<file path="config.mk">
export PLATFORM = sky130hd
export DESIGN_NAME = axi_vga_fetch_sched
export DESIGN_NICKNAME = d
export VERILOG_FILES = /design/src/rtl/axi_vga_fetch_sched.sv
export SDC_FILE = /design/constraint.sdc
export NUM_CORES = 1
export LEC_CHECK = 0
export ABC_AREA = 0
export ABC_CLOCK_PERIOD_IN_PS = 18100
export CORE_AREA = 2 2 234 236
export DETAILED_ROUTE_END_ITERATION = 12
export DIE_AREA = 0 0 236 238
export GPL_TIMING_DRIVEN = 1
export PLACE_DENSITY_LB_ADDON = 0.3
export SYNTH_ARGS = -nofsm -noshare
export SYNTH_HDL_FRONTEND = slang
export SYNTH_SLANG_ARGS = --single-unit
</file>
<file path="constraint.sdc">
create_clock -name clk_i -period 18.1 [get_ports clk_i]
set_input_delay 3.62 -clock clk_i [delete_from_list [all_inputs] [get_ports clk_i]]
set_output_delay 3.62 -clock clk_i [all_outputs]
set_load 0.01 [all_outputs]
</file>
<file path="src/rtl/axi_vga_fetch_sched.sv">
// Framebuffer fetch scheduler: 4 KiB-safe, FIFO-credited read bursts per line.
// Optional double-buffer swap is enabled by defining AXI_VGA_DOUBLE_BUF_EN.
module axi_vga_fetch_sched #(
  parameter int AddrWidth = 64,
  parameter int BeatBytes = 8,
  parameter int MaxBurst  = 16,
  parameter int CntWidth  = 16
) (
  input  logic                 clk_i,
  input  logic                 rst_i,
  input  logic                 enable_i,
  input  logic                 frame_start_i,
  input  logic [AddrWidth-1:0] fb_base0_i,
  input  logic [AddrWidth-1:0] fb_base1_i,
  input  logic                 swap_req_i,
  input  logic [AddrWidth-1:0] line_stride_i,
  input  logic [CntWidth-1:0]  line_beats_i,
  input  logic [CntWidth-1:0]  num_lines_i,
  input  logic [8:0]           burst_len_i,
  input  logic [CntWidth-1:0]  fifo_free_i,
  input  logic                 beat_i,
  output logic                 req_valid_o,
  input  logic                 req_ready_i,
  output logic [AddrWidth-1:0] req_addr_o,
  output logic [7:0]           req_len_o,
  output logic                 busy_o,
  output logic                 frame_done_o,
  output logic                 late_o,
  output logic                 active_buf_o
);

  localparam int BeatShift = $clog2(BeatBytes);

  typedef enum logic [1:0] {IDLE, CALC, REQ} state_e;

  state_e               state_q, state_d;
  logic [AddrWidth-1:0] line_addr_q, line_addr_d;
  logic [AddrWidth-1:0] addr_q, addr_d;
  logic [AddrWidth-1:0] req_addr_q, req_addr_d;
  logic [CntWidth-1:0]  lines_left_q, lines_left_d;
  logic [CntWidth-1:0]  beats_left_q, beats_left_d;
  logic [CntWidth-1:0]  out_q, out_d;
  logic [CntWidth-1:0]  len_q, len_d;
  logic [7:0]           req_len_q, req_len_d;
  logic                 frame_open_q, frame_open_d;
  logic                 issued_q, issued_d;
  logic                 restart_q, restart_d;
  logic                 done_q, done_d;
  logic                 late_q, late_d;
  logic                 active_buf_q, active_buf_d;

  logic                 busy;
  logic                 handshake;
  logic                 restart_req;
  logic                 do_load;
  logic [AddrWidth-1:0] base;
  logic [8:0]           burst_clamp;
  logic [12:0]          bnd_bytes;
  logic [CntWidth-1:0]  bnd_beats;
  logic [CntWidth-1:0]  len_calc;
  logic [CntWidth:0]    credit_need;
  logic                 credit_ok;
  logic                 beat_dec;
  logic [CntWidth:0]    out_sum;
  logic [AddrWidth-1:0] addr_adv;
  logic [AddrWidth-1:0] line_adv;
  logic [CntWidth-1:0]  beats_adv;
  logic [CntWidth-1:0]  lines_adv;

  assign busy        = (state_q != IDLE) || frame_open_q;
  assign handshake   = (state_q == REQ) && req_ready_i;
  assign restart_req = frame_start_i || restart_q;
  assign do_load     = ((state_q == IDLE) && frame_start_i && enable_i)
                    || ((state_q == CALC) && enable_i && restart_req)
                    || (handshake && restart_req);

`ifdef AXI_VGA_DOUBLE_BUF_EN
  logic swap_pend_q, swap_pend_d;

  assign swap_pend_d  = swap_req_i | (swap_pend_q & ~do_load);
  assign active_buf_d = active_buf_q ^ (do_load & swap_pend_q);
  assign base         = active_buf_d ? fb_base1_i : fb_base0_i;

  always_ff @(posedge clk_i or posedge rst_i) begin
    if (rst_i) swap_pend_q <= 1'b0;
    else       swap_pend_q <= swap_pend_d;
  end
`else
  logic unused_dbuf;

  assign unused_dbuf  = swap_req_i ^ (^fb_base1_i);
  assign active_buf_d = 1'b0;
  assign base         = fb_base0_i;
`endif

  // Burst length: preferred size, line remainder and 4 KiB room, whichever is least.
  always_comb begin
    burst_clamp = burst_len_i;
    if (burst_len_i == 9'd0)
      burst_clamp = 9'd1;
    else if (burst_len_i > 9'(MaxBurst))
      burst_clamp = 9'(MaxBurst);
    len_calc = CntWidth'(burst_clamp);
    if (beats_left_q < len_calc) len_calc = beats_left_q;
    if (bnd_beats < len_calc)    len_calc = bnd_beats;
  end

  assign bnd_bytes   = 13'h1000 - {1'b0, addr_q[11:0]};
  assign bnd_beats   = CntWidth'(bnd_bytes >> BeatShift);
  assign credit_need = {1'b0, out_q} + {1'b0, len_calc};
  assign credit_ok   = credit_need <= {1'b0, fifo_free_i};

  assign beat_dec = beat_i && (out_q != '0);
  assign out_sum  = {1'b0, out_q}
                  + (handshake ? {1'b0, len_q} : '0)
                  - {{CntWidth{1'b0}}, beat_dec};
  assign out_d    = out_sum[CntWidth] ? '1 : out_sum[CntWidth-1:0];

  assign addr_adv  = addr_q + (AddrWidth'(len_q) << BeatShift);
  assign line_adv  = line_addr_q + line_stride_i;
  assign beats_adv = beats_left_q - len_q;
  assign lines_adv = lines_left_q - CntWidth'(1);

  always_comb begin
    state_d      = state_q;
    line_addr_d  = line_addr_q;
    addr_d       = addr_q;
    req_addr_d   = req_addr_q;
    lines_left_d = lines_left_q;
    beats_left_d = beats_left_q;
    len_d        = len_q;
    req_len_d    = req_len_q;
    frame_open_d = frame_open_q;
    issued_d     = issued_q;
    restart_d    = restart_q;
    done_d       = 1'b0;
    late_d       = frame_start_i && busy;
    if ((state_q == REQ) && frame_start_i && !req_ready_i)
      restart_d = 1'b1;
    unique case (state_q)
      CALC: begin
        if (!enable_i) begin
          state_d   = IDLE;
          restart_d = 1'b0;
        end else if (!restart_req && credit_ok) begin
          req_addr_d = addr_q;
          req_len_d  = 8'(len_calc - CntWidth'(1));
          len_d      = len_calc;
          state_d    = REQ;
        end
      end
      REQ: begin
        if (handshake && !restart_req) begin
          state_d = CALC;
          if (beats_adv == '0) begin
            lines_left_d = lines_adv;
            line_addr_d  = line_adv;
            addr_d       = line_adv;
            beats_left_d = line_beats_i;
            if (lines_adv == '0) begin
              state_d  = IDLE;
              issued_d = 1'b1;
            end
          end else begin
            addr_d       = addr_adv;
            beats_left_d = beats_adv;
          end
        end
      end
      default: ;
    endcase
    if (do_load) begin
      state_d      = CALC;
      line_addr_d  = base;
      addr_d       = base;
      lines_left_d = num_lines_i;
      beats_left_d = line_beats_i;
      frame_open_d = 1'b1;
      issued_d     = 1'b0;
      restart_d    = 1'b0;
    end
    // Frame closes once every request is issued and every beat has landed.
    if (frame_open_q && issued_q && (out_d == '0) && !do_load) begin
      frame_open_d = 1'b0;
      done_d       = 1'b1;
    end
  end

  always_ff @(posedge clk_i or posedge rst_i) begin
    if (rst_i) begin
      state_q      <= IDLE;
      line_addr_q  <= '0;
      addr_q       <= '0;
      req_addr_q   <= '0;
      lines_left_q <= '0;
      beats_left_q <= '0;
      out_q        <= '0;
      len_q        <= '0;
      req_len_q    <= '0;
      frame_open_q <= 1'b0;
      issued_q     <= 1'b0;
      restart_q    <= 1'b0;
      done_q       <= 1'b0;
      late_q       <= 1'b0;
      active_buf_q <= 1'b0;
    end else begin
      state_q      <= state_d;
      line_addr_q  <= line_addr_d;
      addr_q       <= addr_d;
      req_addr_q   <= req_addr_d;
      lines_left_q <= lines_left_d;
      beats_left_q <= beats_left_d;
      out_q        <= out_d;
      len_q        <= len_d;
      req_len_q    <= req_len_d;
      frame_open_q <= frame_open_d;
      issued_q     <= issued_d;
      restart_q    <= restart_d;
      done_q       <= done_d;
      late_q       <= late_d;
      active_buf_q <= active_buf_d;
    end
  end

  assign req_valid_o  = (state_q == REQ);
  assign req_addr_o   = req_addr_q;
  assign req_len_o    = req_len_q;
  assign busy_o       = busy;
  assign frame_done_o = done_q;
  assign late_o       = late_q;
  assign active_buf_o = active_buf_q;

endmodule

</file>
==> run_results.csv <==
group,metric,value,unit
synthesis,synth-async-reset-ratio,1.000,
pwr,power.density,184.6,nW/um2
min_path,whs_path_depth,2,
layout,layout_common_cells,"nand2_1, dfrtp_1, clkdlybuf4s50_1",
placed_design,dpl_cell_area,24490,um2
critical_path,crit_type,"in2reg",
critical_path,crit_fanout,60,
layout,layout_commonest_cell,"nand2_1",
layout,nets,3210,
layout,final_area,25700,um2
timing,relSlewSlack,0.1668,
placed_design,hpwl,53940,um
run_status,status,"complete, no violations",
job,drv_cap,0,
critical_path,path_common_cell,"a21oi_1",
floorplanning,die_w,236,um
critical_path,cp_slowest_cell,"a2111oi_4",
routing,drtIter0Drc,1409,
routing,vias,20220,
layout,area_growth,21.34,%
critical_path,worstRegToRegCells,34,
floorplanning,placementRows,85,
floorplanning,core,53500,um2
synthesis,synthDistinctLibCells,88,
synthesis,ys_seq_area_frac,0.3202,
synthesis,yosysTopAreaCell,"dfrtp_1",
timing,setup_viol,0,
floorplanning,initial_core_util,0.3959,
synthesis,synth_ff_type,"dfrtp_1",
synthesis,post_synth_instance_area,21180,um2
layout,drive_above_1_share,0.06910,
clock_network,post-cts-setup-buffers,0,
critical_path,start_kind,"primary input",
min_path,hold_class,"reg2reg",
global_route,grt_use_total,0.2529,
timing,clock-skew-final,0.02651,ns
clock_network,clock_latency,0.56,ns
global_route,grt_max_degree,92,
routing,first_pass_iters,5,
synthesis,synth_area_per_cell,8.322,um2
clock_network,root_buffer,"clkbuf_16",
timing,worstMarginPinSlew,1.245,ns
global_route,grt_pass1_wl,111700,um
pwr,peakVddDrop,0.07368,mV
clock_network,cts.sinks,271,
routing,wl_per_cell,20.70,um
clock_network,cts.path.max_buffers,3,
critical_path,critical_path_arrival,14.43,ns
routing,ant_nets,0,
timing,hold_viol,0,
synthesis,ys_ff_latch,271,
timing,slew_violations,0,
routing,drt_wl_total,72230,um
synthesis,synth_area_leaders,"dfrtp_1, ha_1, nand2_1, a21oi_1, o21ai_0",
routing,via_per_inst,5.793,
timing,finalSetupTns,0,ns
clock_network,htreeDepth,2,
critical_path,cpPeakStageDelay,0.91,ns
timing,fin_crit,14.00,ns
global_route,grt_pass1_vias,19820,
global_route,grt_antenna_before_repair,4,
synthesis,yosysWarnings,0,
clock_network,hold_buffers,0,
clock_network,cts_tree,"built",
placed_design,io_buffers,266,
synthesis,yosysTopAreaCellShare,0.3202,
pwr,p_leak,11.22,nW
clock_network,cts_made_buffers,36,
floorplanning,fp.dieH,238,um
critical_path,endpoint_kind,"flip-flop",
timing,rsz0062_at_grt,"no",
synthesis,synthesis.instances,2545,
synthesis,synth_edf_count,0,
global_route,grt_overflow,0,
routing,remaining_drc_errors,0,
floorplanning,io_pins,333,
placed_design,place.gp.congestion,0.9116,
floorplanning,die-area,56170,um2
timing,timing.fmax,71.43,MHz
critical_path,required,18.53,ns
clock_network,ctsResizeCount,0,
clock_network,cts.clk_slew.worst_paths,0.05,ns
timing,hold_ws,0.4751,ns
timing,period_share,0.7734,
## worst max-delay path: cells and delay by family
family                     cells  cell delay, ns
adders and majority gates      5            1.60
and+or+nand+nor               10            1.94
xor gates and xnor gates       1            0.11
buffers and inverters          3            0.88
AOI/OAI and AO/OA             18            5.48
muxes                          2            0.70
## path summary, 6_finish.rpt
kind	from	end	slack, ns
max	burst_len_i[8]	req_addr_o[6]$_DFFE_PP0P_	4.10
min reg2reg	req_len_o[4]$_DFFE_PP0P_	req_len_o[4]$_DFFE_PP0P_	0.48
min	req_len_o[4]$_DFFE_PP0P_	req_len_o[4]$_DFFE_PP0P_	0.48
max in group asynchronous	rst_i	line_addr_q[57]$_DFFE_PP0P_	12.39
min in group asynchronous	rst_i	req_addr_o[17]$_DFFE_PP0P_	3.52
max reg2reg	beats_left_q[7]$_DFFE_PP0P_	req_addr_o[6]$_DFFE_PP0P_	8.13
## area by class of cell
cell class / count / area, um2
diodes: 1 / 2.502
clock buffers: 46 / 1030
clock inverters: 15 / 172.7
fillers: 5121 / 27800
inverters: 139 / 529.3
multi-input cells: 2033 / 13480
flip-flops and latches: 271 / 6782
well taps: 696 / 870.8
repair buffers: 289 / 2835
## power by group
part	leakage (nW)	total, W	internal (W)	switching [W]
Clock	0.588	0.000733	0.000444	0.000288
Combinational	7.37	0.00283	0.00122	0.00161
Sequential	3.26	0.00118	0.000891	0.000288
## logic make-up (layout without fill, tap and decap cells)
family | Yosys count | count (layout) | share of synthesized area
flops | 271 | 271 | 0.3202
simple gates | 874 | 874 | 0.1952
buf+inv | 251 | 489 | 0.04762
fa+ha+maj | 184 | 184 | 0.1105
xor+xnor | 146 | 146 | 0.06038
compound gates | 709 | 709 | 0.2099
mux | 108 | 108 | 0.05589
other cells | 2 | 13 | 0.0003546
## layer usage
metal / global-route usage / vias up / part of all wire
met2: 0.4136 / 784 / 0.45
met1: 0.3277 / 9690 / 0.43
met3: 0.03771 / 152 / 0.068
met5: 0 / - / 0.00060
met4: 0.1243 / 6 / 0.046
li1: - / 9584 / -
## stage by stage
stage / setup slack [ns] / total power, W / util / instances
3_5_place_dp: 3.723 / 0.003972 / 0.4579 / 3428
2_1_floorplan: 5.930 / 0.003126 / - / 2555
6_report: 4.101 / 0.004743 / 0.4804 / 3490
4_1_cts: 4.277 / 0.004734 / 0.4803 / 3489
3_3_place_gp: 3.942 / 0.003907 / 0.4579 / 3428
5_1_grt: 3.332 / 0.005140 / 0.4804 / 3490
## cell usage after synthesis, types with 65 or more instances
library cell and number:
a21oi_1 190, nand3_1 65, nor3_1 68, ha_1 179, o21ai_0 180, clkbuf_1 78
inv_1 139, dfrtp_1 271, nand2_1 306, nor2_1 196, xnor2_1 88, mux2_2 65
## state kept, by name, summed over array words and instances, names as in the netlist
| name | cells |
|---|---|
| lines_left_q | 16 |
| req_len_o | 8 |
| out_q | 16 |
| issued_q | 1 |
| late_o | 1 |
| addr_q | 64 |
| req_addr_o | 64 |
| frame_done_o | 1 |
| state_q | 2 |
| frame_open_q | 1 |
| beats_left_q | 16 |
| restart_q | 1 |
| len_q | 16 |
| line_addr_q | 64 |
(Power assumes the default switching activity.)
==> patch 1, RTL diff (config.mk and constraints unchanged) <==
Set the parameter `AddrWidth` to 72 (it was 64).
--- a/src/rtl/axi_vga_fetch_sched.sv
+++ b/src/rtl/axi_vga_fetch_sched.sv
@@ -1,7 +1,7 @@
 // Framebuffer fetch scheduler: 4 KiB-safe, FIFO-credited read bursts per line.
 // Optional double-buffer swap is enabled by defining AXI_VGA_DOUBLE_BUF_EN.
 module axi_vga_fetch_sched #(
-  parameter int AddrWidth = 64,
+  parameter int AddrWidth = 72,
   parameter int BeatBytes = 8,
   parameter int MaxBurst  = 16,
   parameter int CntWidth  = 16
Ports: changed (resized fb_base0_i, fb_base1_i, line_stride_i and req_addr_o); port bits go from 333 to 365. The function was not compared with the original's and may differ.
==> patch 1 against the unedited design <==
Final area rose by 7.3%. Worst setup slack improved by 1.0 ns. Sequential cell count rose by 24. Clock skew fell by 0.0061 ns. Sequential power rose by 9%. Power rose by 11%. Wire length rose by 6.1%. Final cell count rose by 5.8%. Synthesized area rose by 7.6%. Critical endpoint is now req_addr_o[61].
==> patch 1: results (changes against the unedited design) <==
Power
  – Worst vdd ir: 0.00006766 V (-8.2%)
  – Sw frac: 0.4648 (+0.003963)
  – Leakage: 12.13 nW (+8.1%)

STA
  – Fmax: 0.07716 GHz (+8.0%)
  – Fin Clk Skew: 0.02040 ns (-0.006111 ns)
  – Worst-Margin Slew: 1.219 ns (-0.02667 ns)

Placement
  – Placer congestion estimate: 0.9416 (+3.3%)
  – Placed inst area: 26390 um2 (+7.8%)
  – Setup WS pre-CTS: 4.597 ns (+0.8740 ns)
  – I/O Buffers: 290 (+9.0%)
  – DPL Wire Length: 57190 um (+6.0%)

Status
  – Status: finished, final reports clean

CTS
  – CTS resizes: 0 (unchanged)
  – Longest Clk Path Bufs: 3 (unchanged)
  – CTS Buf Count: 36 (unchanged)
  – Clock root cell: clkbuf_16

Finish
  – Fillers: 4959 (-3.2%)
  – Share of cells above drive strength 1: 0.06923 (+0.0001294)
  – Final nets: 3437 (+7.1%)

Critical path
  – Critical-path cell with the highest stage delay: buf_4
  – Reg2reg setup slack: 8.29 ns (+0.16 ns)
  – Critical Path AT: 13.39 ns (-1.04 ns)
  – Worst r2r dst: req_addr_o[61]
  – Crit path to: req_addr_o[61]
  – Reg2reg start: addr_q[0]
  – Reg2reg path depth: 35 (+2.9%)
  – Critical path startpoint: burst_len_i[4]
  – Max Fanout on Critical Path: 75 (+25%)
  – Slowest cell delay on critical path: 0.79 ns (-0.12 ns)

GRT
  – Initial antenna violation count: 8 (+4)
  – Global Route Usage Sum: 0.2685 (+0.01561)
  – Largest net degree at the start of global routing: 80 (-13%)
  – First-pass GRT wire length: 120100 um (+7.5%)
  – Vias in the first global route: 21.65k (+9.3%)

Drt
  – Via density: 5.914 (+2.1%)
  – DRT iter0 DRCs: 1829 (+30%)
  – Post-Route WL: 76600 um (+6.1%)

Worst hold path
  – Worst min-delay path class: reg -> reg
  – Hold Crit Depth: 1 (-1)

Synthesis
  – Post-synth cell types: 90 (+2.3%)
  – Ys async rst share: 1.000 (unchanged)
  – Area contributors post-synth: dfrtp_1 (32%), ha_1 (10%), a21oi_1 (5.6%)
  – Most frequent cells after synthesis: nand2_1 (325), dfrtp_1 (295), a21oi_1 (256)
  – Share of the yosys chip area belonging to registers: 0.3240 (+0.003799)
  – Synthesis warning total: 0 (unchanged)
==> patch 1: layout make-up <==
class                           instances  area share
Multi-Input combinational cell       2179      0.5264
Clock buffer                           51     0.03694
Tap cell                              696     0.03159
Inverter                              135     0.01865
Clock inverter                         12    0.005129
Antenna cell                            6   0.0005446
Sequential cell                       295      0.2678
Timing Repair Buffer                  318      0.1129
==> patch 1: logic make-up after synthesis <==
group,Yosys count,share of synthesized area
buffers and inverters,257,0.04421
multiplexers,110,0.05272
XOR/XNOR,166,0.06442
AO/OA/AOI/OAI,828,0.2289
AND/OR/NAND/NOR,871,0.1783
flip-flops,295,0.3240
adder cells (fa/ha/maj),192,0.1071
other,2,0.0003296
==> patch 1: per-stage QoR <==
stage / std cells / utilization
5_1_grt: 3692 / 0.5153
4_1_cts: 3686 / 0.5151
2_1_floorplan: 2731 / -
6_report: 3692 / 0.5153
3_5_place_dp: 3623 / 0.4934
3_3_place_gp: 3623 / 0.4934
==> patch 1: how the worst min path moves through the flow <==
stage,from,end,slack (ns)
5_1_grt,req_addr_o[62],req_addr_o[62],0.52
3_3_place_gp,line_addr_q[42],line_addr_q[42],0.49
3_5_place_dp,req_addr_o[47],req_addr_o[47],0.50
6_report,req_addr_o[3],req_addr_o[3],0.50
2_1_floorplan,line_addr_q[42],line_addr_q[42],0.47
4_1_cts,req_addr_o[3],req_addr_o[3],0.51
==> patch 1: power groups by stage <==
stage	sequential [mW]	combinational [mW]	clock (mW)
final	1.29	3.22	0.736
after global routing	1.32	3.59	0.769
after CTS	1.28	3.20	0.745
after detailed placement	1.29	3.17	0
after global placement	1.27	3.09	0
after floorplan	1.21	2.31	0
==> patch 1: routing by layer <==
metal / vias up / wire length (um) / track usage
li1: 10290 / - / -
met1: 10440 / 33090 / 0.3508
met2: 897 / 34720 / 0.4365
met3: 213 / 4966 / 0.03771
met4: 4 / 3805 / 0.1351
met5: - / 24 / 0
==> patch 1: worst max-delay path: cells and delay by family <==
kind	cells	cell delay (ns)
AOI/OAI and AO/OA	20	4.85
xor gates and xnor gates	1	0.10
adders and majority gates	4	1.20
buffers and inverters	3	1.50
muxes	1	0.42
and+or+nand+nor	8	1.63
==> patch 2, RTL diff (config.mk and constraints unchanged) <==
Without the edit above. Encoding of `state_e`: now one-hot (3 bits for 3 states).
--- a/src/rtl/axi_vga_fetch_sched.sv
+++ b/src/rtl/axi_vga_fetch_sched.sv
@@ -31,7 +31,7 @@
 
   localparam int BeatShift = $clog2(BeatBytes);
 
-  typedef enum logic [1:0] {IDLE, CALC, REQ} state_e;
+  typedef enum logic [2:0] {IDLE = 3'b001, CALC = 3'b010, REQ = 3'b100} state_e;
 
   state_e               state_q, state_d;
   logic [AddrWidth-1:0] line_addr_q, line_addr_d;
Check against the original RTL: same outputs for any inputs over 4 cycles, from zero or initial values and one cycle with rst_i high; so few cycles prove little.
==> patch 2 against the unedited design <==
Sequential cell count grew 1. Clock power grew 9.0%. Wire length shrank 2.8%. Worst setup slack gained 0.24 ns. Power grew 2.7%. Register-to-register slack lost 0.19 ns. Global-route usage shrank 0.73 points. Combinational power grew 3%. Final area shrank 0.79%. Fmax grew 1.8%. Synthesized area shrank 1.6%. Critical path depth grew 3. Highest routed layer unchanged.
==> patch 2: results (changes against the unedited design) <==
Synthesis
  – Syn_area_per_cell: 8.386 um2 (+0.77%)
  – Share of the yosys chip area belonging to registers: 0.3268 (+0.006608)
  – Most frequent cells after synthesis: nand2_1 (293), dfrtp_1 (271), nor2_1 (223)
  – Ys async rst share: 1.000 (unchanged)
  – Synthesis warning total: 0 (unchanged)
  – Post-synth cell types: 86 (-2.3%)
  – Area contributors post-synth: dfrtp_1 (33%), ha_1 (11%), nand2_1 (5.3%)

Power
  – Internal power: 2.656 mW (+3.8%)
  – Leakage: 11.30 nW (+0.68%)
  – Worst vdd ir: 0.00007708 V (+4.6%)

Drt
  – Top layer in use: met5
  – Post-Route WL: 70230 um (-2.8%)
  – Met2 wire length: 32390 um (-1.4%)
  – Metal1 wirelength: 30660 um (-1.4%)
  – Router iterations before antenna repair: 6 (+1)
  – Via density: 5.732 (-1.0%)
  – DRT iter0 DRCs: 1476 (+4.8%)
  – DR vias: 19.68k (-2.6%)
  – Routed length on met3: 4650 um (-5.0%)

Finish
  – Final nets: 3148 (-1.9%)
  – Fillers: 5149 (+0.55%)
  – Area growth, synth to finish: 22.39%
  – Share of cells above drive strength 1: 0.07020 (+0.001100)

Placement
  – Setup WS pre-CTS: 3.856 ns (+0.1328 ns)
  – DPL Wire Length: 51970 um (-3.7%)
  – Placed instance count: 3366 (-1.8%)
  – Placed inst area: 24180 um2 (-1.3%)
  – Placer congestion estimate: 0.9171 (+0.60%)

GRT
  – GR Layer Usage met1: 0.3241 (-0.003539)
  – Global Route Usage Sum: 0.2456 (-0.007349)
  – Initial antenna violation count: 7 (+3)
  – Global Route met2 Usage: 0.4065 (-0.007151)
  – Met3 GRT Util: 0.03633 (-0.001388)
  – Largest net degree at the start of global routing: 101 (+9.8%)
  – First-pass GRT wire length: 109200 um (-2.2%)

Worst hold path
  – Hold Crit Start: req_addr_o[3]

CTS
  – CTS resizes: 0 (unchanged)
  – Longest Clk Path Bufs: 3 (unchanged)
  – H-tree depth: 2 (unchanged)
  – Post-CTS Setup Bufs: 0 (unchanged)

STA
  – Fin Clk Skew: 0.02948 ns (+0.002968 ns)
  – Worst-Margin Slew: 1.244 ns (-0.0008210 ns)

Critical path
  – Max Fanout on Critical Path: 54 (-10%)
  – Slowest cell delay on critical path: 0.69 ns (-0.22 ns)
  – Critical Path AT: 14.19 ns (-0.24 ns)
  – Critical-path cell with the highest stage delay: buf_4
  – Critical path startpoint: burst_len_i[5]
  – Reg2reg start: addr_q[0]

Status
  – Status: finished, final reports clean
[patch 2: cell types whose count changed after synthesis, sizes merged, moves of 9 or more]
| cell | before | now |
|---|---|---|
| buf | 34 | 17 |
| nor3 | 72 | 41 |
| a31oi | 50 | 36 |
| a21o | 51 | 61 |
| o21ai | 192 | 178 |
| nand2 | 306 | 293 |
| nor2b | 29 | 13 |
| or3 | 20 | 11 |
| nor2 | 197 | 223 |
| nand3 | 65 | 83 |
| clkbuf | 78 | 94 |
[patch 2: worst paths after layout]
check | end | slack (ns) | cells after the start
max reg2reg | req_len_o[4] | 7.94 | 40
max | req_len_o[4] | 4.34 | 42
min in group asynchronous | late_o | 3.57 | 2
max in group asynchronous | req_addr_o[4] | 11.68 | 5
min reg2reg | req_addr_o[3] | 0.50 | 1
min | req_addr_o[3] | 0.50 | 1
[patch 2: power groups by stage]
stage               clock network, mW  logic, mW  registers [mW]
global placement                    0       2.81            1.15
CTS                             0.809       2.89            1.16
global route                    0.838       3.25            1.20
finish                          0.799       2.91            1.16
detailed placement                  0       2.86            1.16
floorplan                           0       2.10            1.09
[patch 2: final cells by class]
class,count,share of cell area
antenna,3,0.0002945
clock buffer,48,0.04029
clock inverter,17,0.01085
inverter,131,0.01958
multi-input combinational,1980,0.5172
sequential,272,0.2670
tap,696,0.03416
timing repair buffer,287,0.1106
[patch 2: cells by family after synthesis]
kind of cell             count (synthesis)  share of synthesized area
adder cells (fa/ha/maj)                184                     0.1123
multiplexers                           107                    0.05598
other                                    2                  0.0003605
AND/OR/NAND/NOR                        830                     0.1831
AO/OA/AOI/OAI                          687                     0.2097
XOR/XNOR                               160                    0.06727
flip-flops                             272                     0.3268
buffers and inverters                  242                    0.04451
